===== src/rtl/logic_pipe.sv =====
// logic_pipe: two-stage bitwise pipeline with valid/ready flow control.
// Stage 1 captures A, A^B, ~(A^B)&A and ~A&C from one accepted input;
// stage 2 combines them into D = a1 ^ d1 and F = y1 | f1.
// A counter reports the number of results delivered since reset.
//
// Handshake: a transfer happens on a port in every cycle where its valid
// and ready are both high at the rising edge of clk. A producer holds
// valid and its payload stable until it sees ready. Ready may depend
// combinationally on the downstream ready, but never on the valid of the
// same port.
module logic_pipe #(
    parameter int W     = 8,
    parameter int CNT_W = 16
) (
    input  logic             clk,
    input  logic             rst,
    input  logic             in_valid,
    output logic             in_ready,
    input  logic [W-1:0]     A,
    input  logic [W-1:0]     B,
    input  logic [W-1:0]     C,
    output logic             out_valid,
    input  logic             out_ready,
    output logic [W-1:0]     D,
    output logic [W-1:0]     F,
    output logic [CNT_W-1:0] count
);

    // Stage-1 occupancy and the four intermediate terms of one transaction.
    logic         s1_valid;
    logic [W-1:0] a1;
    logic [W-1:0] d1;
    logic [W-1:0] y1;
    logic [W-1:0] f1;

    // Handshake terms shared by both stages.
    logic s2_ready;
    logic in_xfer;
    logic out_xfer;
    logic s1_move;

    // Flow control: stage 2 can take data when it is empty or draining this
    // cycle; stage 1 can take data when it is empty or moving forward.
    // The rst term forces in_ready high while reset is applied; any transfer
    // seen in such a cycle is discarded by the reset branches below.
    always_comb begin
        s2_ready = ~out_valid | out_ready;
        in_ready = rst | ~s1_valid | s2_ready;
        in_xfer  = in_valid & in_ready;
        out_xfer = out_valid & out_ready;
        s1_move  = s1_valid & s2_ready;
    end

    // Stage 1: capture the intermediate terms of an accepted input.
    always_ff @(posedge clk) begin
        if (rst) begin
            s1_valid <= 1'b0;
            a1       <= '0;
            d1       <= '0;
            y1       <= '0;
            f1       <= '0;
        end else begin
            if (in_xfer) begin
                a1 <= A;
                d1 <= A ^ B;
                y1 <= ~(A ^ B) & A;
                f1 <= ~A & C;
            end
            if (in_xfer) begin
                s1_valid <= 1'b1;
            end else if (s1_move) begin
                s1_valid <= 1'b0;
            end
        end
    end

    // Stage 2: combine the stage-1 terms; hold while the consumer stalls.
    always_ff @(posedge clk) begin
        if (rst) begin
            out_valid <= 1'b0;
            D         <= '0;
            F         <= '0;
        end else begin
            if (s1_move) begin
                D         <= a1 ^ d1;
                F         <= y1 | f1;
                out_valid <= 1'b1;
            end else if (out_xfer) begin
                out_valid <= 1'b0;
            end
        end
    end

    // Delivered-result counter; wraps silently at 2^CNT_W.
    always_ff @(posedge clk) begin
        if (rst) begin
            count <= '0;
        end else if (out_xfer) begin
            count <= count + CNT_W'(1);
        end
    end

endmodule


===== config.mk =====
export PLATFORM = sky130hd
export DESIGN_NAME = logic_pipe
export DESIGN_NICKNAME = d
export VERILOG_FILES = /design/src/rtl/logic_pipe.sv
export SDC_FILE = /design/constraint.sdc
export NUM_CORES = 1
export LEC_CHECK = 0
export BUFFER_PORTS_ARGS = -buffer_cell sky130_fd_sc_hd__buf_2
export CAP_MARGIN = 20
export CORE_ASPECT_RATIO = 0.75
export CORE_UTILIZATION = 37
export CTS_BUF_LIST = sky130_fd_sc_hd__clkbuf_16
export DETAILED_ROUTE_END_ITERATION = 8
export PLACE_DENSITY_LB_ADDON = 0.25
export SETUP_SLACK_MARGIN = 0.3
export SLEW_MARGIN = 20
export SYNTH_ARGS = -nofsm -noshare
export SYNTH_HDL_FRONTEND = slang
export SYNTH_SLANG_ARGS = --single-unit

===== constraint.sdc =====
create_clock -name clk -period 1.9 [get_ports clk]
set_input_delay 0.38 -clock clk [delete_from_list [all_inputs] [get_ports clk]]
set_output_delay 0.38 -clock clk [all_outputs]
set_load 0.01 [all_outputs]

# Word-level counts from Yosys, hierarchy flattened
# Cells that the tools add are included.
dict set report op_classes {
  n_addsub 1
  n_mux 4
  bitwise_logic 15
  reduce_logical 2
}
# cell n
set op_table {}
lappend op_table {{adder 16 x 1 -> 16 bit (second input constant)} 1}
lappend op_table {{AND 8 bit} 2}
lappend op_table {{NOT 8 bit} 2}
lappend op_table {{XOR 8 bit} 2}
lappend op_table {{bitwise OR 8 bit} 1}
lappend op_table {{two-way mux 1 bit} 4}
lappend op_table {{nonzero test 2 bit} 2}
lappend op_table {{AND 1 bit} 3}
lappend op_table {{bitwise OR 1 bit} 3}
lappend op_table {{NOT 1 bit} 2}
dict set report totals {
  ff_bits 66
  input_bits 28
  output_inout_bits 34
  wordCells 31
}

# Logic depth before layout (Yosys ltp)
# Gate-level depths: netlist of the first run.
dict set report logic_depth {
  ltp_word 5
  depth_mapped 6
  ltp_nobuf 5
}

# Worst setup path before layout of the first run
# No wires, ideal clock.
dict set report synth_path {
  path_type {reg2reg}
  from {reg count[6]}
  to {reg count[15]}
  setup_time_ns 0.070
  arrival_time_ns 1.617
  required_time_ns 1.830
  slack_ns 0.212
  path_stages_with_launch 5
  n_path_buf 0
  synth_period_minus_slack_ns 1.688
  cell_sequence {dfxtp_1 -> nand4_2 -> or3_4 -> or4_1 -> a21oi_1}
}
dict set report synth_via {
  elab_chain_cells 1
}
# item line_no
set synth_rtl {}
lappend synth_rtl {{start: declaration} 26} ;# output logic [CNT_W-1:0] count
lappend synth_rtl {{start signal: assignment} 99} ;# count <= count + CNT_W'(1);
lappend synth_rtl {{adder 16 x 1 -> 16 bit} 99}
# Every way passes these cells.
# A chain may end at the register's enable or synchronous reset.

# Final worst setup path of the first run
dict set report layout_path {
  from {reg count[6]}
  to {reg count[13]}
}
# Same word-level chain as after synthesis.

==> results.cfg, run 1 <==
[status]
status = finished clean

[clocking]
cts_hold_repair.buffers = 0
clk_latency_ns = 0.32
htreeDepth = 3
cts_made_buffers = 9
path_clk_slew_ns = 0.06
cts_tree = done
cts_root_buf = clkbuf_16
ctsLongestPathBuffers = 2
clock_sinks = 66

[timing]
fin_crit_sh_pct = 82.51
setup_viol = 0
rsz0062_at_grt = true
hold_viol = 0
slew_headroom_pct = 53.79
tns_ns = 0
whs_ns = 0.3210
min_period_ns = 1.568
maxSlewViolCount = 0
max_freq_mhz = 637.9
fin_skew_ns = 0.003938
worst_slew_pin_slew_ns = 0.6932

[logic_synthesis]
synth_compound_area_share_pct = 10.71
synth_cell_type_count = 30
yosysWarningCount = 0
synth_top_family_by_area = simple AND/OR/NAND/NOR gates
synthAdderAreaFrac_pct = 4.286
ys_seq_area_share_pct = 50.29
synth_mux_area_share_pct = 0
syn_inst = 309
syn_nets = 346
synth_ff_type = dfxtp_1
syn-cell-area_mm2 = 0.002628
synth_edf_count = 0
synthXorXnorAreaFrac_pct = 6.333
synth_simple_gate_area_share_pct = 25.24
synthArstFlopShare_pct = 0
yosys_register_bits = 66
syn_area_per_cell_um2 = 8.503

[grt]
grt_pass1_vias = 1976
grt_max_degree = 67
grt_usage_pct = 16.49
antenna_found_initial = 0
overflow = 0
grt_pass1_wl_mm = 9.377

[place]
portBuffers = 61
gp_congestion = 0.7808
place_hpwl_mm = 3.937

[drt]
viasPerCell = 4.838
wire_per_inst_um = 12.66
drtAntennaViolNets = 0
post-route-drc-count = 0
route.vias.total = 2245
wl_mm = 5.872
first_iter_violations = 154
first_pass_iters = 4

[finish]
fillers = 660
multi_input_area_mm2 = 0.001249
ff_latch_area_mm2 = 0.001354
area_delta_synth_final_pct = 32.05
finalNetCount = 412
drive_gt1_share_pct = 28.42
diodes = 0

[worst_hold_path]
hold_path_end = a1[5]
hp-class = primary input to register
holdPathStages = 3
hp-start = A[5]

[setup_path]
slowest_stage = or3_2
timing.rr.end = count[13]
path_cells = nand4_4 -> or3_4 -> or3_2 -> a21oi_1
critPathLaunchType = register
setup.worst_path.end_class = register
worstRegToRegCells = 4
path_max_fanout = 4
cp.arrival_ns = 1.81
path_class = register to register
rr_startpoint = count[6]
worst_path_largest_cell_delay_ns = 0.45
reg2reg_slack_ns = 0.33
critPathRequiredTime_ns = 2.15

[floorplan]
design.die.area_mm2 = 0.007446
die_h_um = 74.98
coreArea_mm2 = 0.006832
chipWidth_um = 99.31
io_pins = 62
rows = 26
initial_core_util_pct = 38.46

[flow_run]
drv_cap = 0

[power_and_ir_drop]
p_leak_nw = 1.431
power_density_mw_per_mm2 = 1043
vdd_drop_max_mv = 0.4797
[through the flow]
step | setup slack, ns | cells | util [%] | cell area (µm²) | total power, mW
6_report | 0.3323 | 464 | 50.79 | 3470 | 3.618
3_3_place_gp | 0.2137 | 443 | 44.52 | 3042 | 1.782
4_1_cts | 0.3007 | 461 | 50.00 | 3416 | 3.674
2_1_floorplan | 0.3037 | 309 | - | 2638 | 1.676
5_1_grt | 0.2933 | 464 | 50.79 | 3470 | 3.752
3_5_place_dp | 0.2161 | 443 | 44.52 | 3042 | 1.787
[cells in the final DEF (no fill, tap or decap), drive strengths merged]
cell type / count
inv: 5
or3: 3
clkinvlp: 2
bufinv: 3
o31ai: 1
clkbuf: 9
and4: 2
nor2: 28
nand2: 66
o21ai: 3
nand4bb: 1
nand4: 4
clkinv: 2
or4b: 1
dfxtp: 66
nor3: 19
nand2b: 1
xor2: 6
nor4: 1
a211oi: 8
buf: 72
a31o: 1
nand3b: 8
nand3: 4
ha: 9
a21oi: 38
and2: 2
xnor2: 13
nor3b: 1
or4: 1
[cell families after synthesis]
logic type / count (synthesis)
buffers and inverters: 22
AND/OR/NAND/NOR: 142
flip-flops: 66
XOR/XNOR: 19
adder cells (fa/ha/maj): 9
AO/OA/AOI/OAI: 51
[sequential cells by signal (all words and copies together), names as in the netlist]
name / count
count: 16
D: 8
F: 8
a1: 8
d1: 8
f1: 8
y1: 8
out_valid: 1
s1_valid: 1
[metal layers]
metal  GRT usage, %  vias to the layer above  wire length (µm)  part of all wire, %
met3          6.314                        4               252                  4.3
li1               -                     1181                 -                    -
met1          21.87                     1025              2964                   50
met5              0                        -                 0                    0
met4          5.392                        0                46                 0.78
met2          24.92                       35              2608                   44
[worst max path at each step]
stage	startpoint	end	slack, ns
2_1_floorplan	count[3]	count[11]	0.30
3_3_place_gp	out_ready	count[11]	0.21
3_5_place_dp	out_ready	count[11]	0.22
4_1_cts	count[9]	count[15]	0.30
5_1_grt	count[6]	count[13]	0.29
6_report	count[6]	count[13]	0.33
[report_power, final]
part | switching, mW | internal [mW] | total [mW] | leakage (nW)
logic | 0.152 | 0.114 | 0.267 | 0.724
clock network | 0.597 | 1.28 | 1.87 | 0.159
registers | 0.0367 | 1.44 | 1.48 | 0.548
total | 0.786 | 2.83 | 3.62 | 1.43
[critical path: cells and delay by family, from the launching register on]
kind,cells,cell delay [ns]
AND/OR/NAND/NOR,3,0.97
flip-flops,1,0.37
AO/OA/AOI/OAI,1,0.15
[synthesized netlist by cell type (2+ instances only)]
| library cell | count | area, µm² |
|---|---|---|
| buf_1 | 4 | 15.01 |
| nand4_1 | 3 | 18.77 |
| inv_1 | 5 | 18.77 |
| o21ai_0 | 3 | 15.01 |
| a21oi_1 | 38 | 190.2 |
| a211oi_1 | 8 | 60.06 |
| nor2_1 | 28 | 105.1 |
| nand2_1 | 66 | 247.7 |
| xnor2_1 | 13 | 113.9 |
| dfxtp_1 | 66 | 1321 |
| and2_1 | 2 | 12.51 |
| nand3b_1 | 8 | 60.06 |
| clkbuf_1 | 13 | 48.80 |
| xor2_1 | 6 | 52.55 |
| nand3_1 | 4 | 20.02 |
| ha_1 | 9 | 112.6 |
| nor3_1 | 19 | 95.09 |
| and4_1 | 2 | 17.52 |
[timing repair]
item                       4_1_cts  5_1_grt
gates resized for setup          4       13
setup endpoints to repair        2        5
hold endpoints to repair         0        0
buffers inserted                 2        3
pin swaps                        0        5
[layout make-up]
cell class,count,share of cell area (%)
Multi-Input combinational cell,221,35.99
Clock inverter,7,3.390
Timing Repair Buffer,72,11.54
Inverter,5,0.5409
Sequential cell,66,39.02
Clock buffer,9,6.491
Tap cell,84,3.029
No activity file was read; power rests on OpenSTA's default activity.
==> run 2, diff against run 1 <==
==> constraint.sdc (replaced) <==
create_clock -name clk -period 1.45 [get_ports clk]
set_input_delay 0.29 -clock clk [delete_from_list [all_inputs] [get_ports clk]]
set_output_delay 0.29 -clock clk [all_outputs]
set_load 0.01 [all_outputs]
==> results.cfg, run 2 (same netlist as run 1, synthesis figures left out) <==
[grt]
grt_pass1_vias = 2308
grt_pass1_wl_mm = 11.79
grt_usage_pct = 21.16
overflow = 0
grt_max_degree = 67
antenna_found_initial = 0

[clocking]
path_clk_slew_ns = 0.05
cts_made_buffers = 9
htreeDepth = 3
cts_tree = done
ctsLongestPathBuffers = 2
cts_root_buf = clkbuf_16
clock_sinks = 66
clk_latency_ns = 0.33

[floorplan]
rows = 26
die_h_um = 74.98
chipWidth_um = 99.31
design.die.area_mm2 = 0.007446
coreArea_mm2 = 0.006832
initial_core_util_pct = 38.46
io_pins = 62

[setup_path]
rr_startpoint = count[9]
critPathLaunchType = register
path_max_fanout = 3
cp_top_family = simple AND/OR/NAND/NOR gates
timing.rr.end = count[15]
path_buf_inv = 0
critPathRequiredTime_ns = 1.72
path_cells = nand4_4 -> or3_4 -> or4_4 -> a21oi_2
cp.arrival_ns = 1.68
slowest_stage = or4_4
worstRegToRegCells = 4
setup.worst_path.end_class = register
reg2reg_slack_ns = 0.04
path_class = register to register
worst_path_largest_cell_delay_ns = 0.43

[power_and_ir_drop]
power_density_mw_per_mm2 = 1027
p_total_mw = 4.501
vdd_drop_max_mv = 0.7888
p_leak_nw = 1.892

[finish]
layout_common_cells = buf_2, dfxtp_1, nand2_1
finalNetCount = 450
diodes = 0
drive_gt1_share_pct = 51.32
area_delta_synth_final_pct = 66.76
layout_commonest_cell = buf_2
largest_register_ffs = 16
largest-register = count

[timing]
worst_slew_pin_slew_ns = 0.3218
max_freq_mhz = 707.5
slew_headroom_pct = 78.54
layout_setup_ws_ns = 0.03665
fin_crit_sh_pct = 97.47
rsz0062_at_grt = true
whs_ns = 0.2252
hold_viol = 0
maxSlewViolCount = 0
min_period_ns = 1.413
fin_skew_ns = 0.004860
setup_viol = 0

[worst_hold_path]
holdPathStages = 3
hp-class = primary input to register
hp-start = C[1]
hold_path_end = f1[1]

[status]
status = finished clean

[drt]
post-route-drc-count = 0
route.vias.total = 2504
wire_per_inst_um = 15.20
drtAntennaViolNets = 0
first_pass_iters = 4
first_iter_violations = 112
viasPerCell = 4.998
wl_mm = 7.614

[place]
portBuffers = 61
place_hpwl_mm = 4.069
pre_cts_ws_ns = -0.03682
gp_congestion = 0.7588

[flow_run]
drv_cap = 0
## run 2: changes by cell type in the layout (fill, tap and decap cells not counted), moves of 7 or more
| cell | change |
|---|---|
| nand2_4 | +7 |
| buf_4 | +10 |
| buf_6 | +31 |
| nand2_2 | +22 |
| dfxtp_2 | +7 |
| nor2_4 | +10 |
| nand2_1 | -29 |
| dfxtp_1 | -11 |
| nor2_1 | -12 |
| buf_2 | -13 |
## run 2: cell type report
class / count / area (µm²)
clock buffer: 10 / 250.2
clock inverter: 5 / 20.02
fill: 546 / 2450
inverter: 5 / 18.77
multi-input combinational: 221 / 1605
sequential: 66 / 1378
tap: 84 / 105.1
timing repair buffer: 110 / 1005
## run 2: per-stage QoR
step,TNS [ns],instance area [µm²],util [%],instances
after global placement,0,3272,47.89,455
final,0,4382,64.14,501
after floorplan,-0.01933,2805,-,309
after global routing,-0.001625,4382,64.14,501
after detailed placement,-0.03682,3272,47.89,455
after CTS,-0.01547,4165,60.97,489
## run 2: timing repair
action                                  4_1_cts  5_1_grt
resized for setup                            98       37
cloned                                        6        0
buffers inserted                             13       12
pin swaps                                    35       25
endpoints found under the setup margin       71       81
hold buffers                                  0        0
## run 2: tightest hold or removal path, cell delays in order
cell and delay [ns]:
buf_2 0.09, nand3b_1 0.07, a21oi_1 0.05
## run 2: layer usage
layer	vias up	track usage [%]	part of all wire (%)
met1	1181	27.86	48
met5	-	0	0
met4	0	8.333	1.5
met3	9	5.571	4.5
met2	55	33.72	46
li1	1259	-	-
## run 2: worst max-delay path by stage
stage                   start  cells past startpoint         to  slack, ns
finish               count[9]                      4  count[15]       0.04
global route        count[10]                      4  count[15]     -0.002
CTS                  count[9]                      4  count[15]      -0.02
detailed placement   count[9]                      4  count[15]      -0.04
global placement    out_ready                      5  count[11]       0.01
floorplan            count[6]                      4  count[15]      -0.02
## run 2: power breakdown
| part | switching (mW) | internal [mW] | total [mW] |
|---|---|---|---|
| clock network | 0.756 | 1.22 | 1.98 |
| logic | 0.285 | 0.294 | 0.578 |
| registers | 0.0599 | 1.88 | 1.94 |
| total | 1.10 | 3.40 | 4.50 |
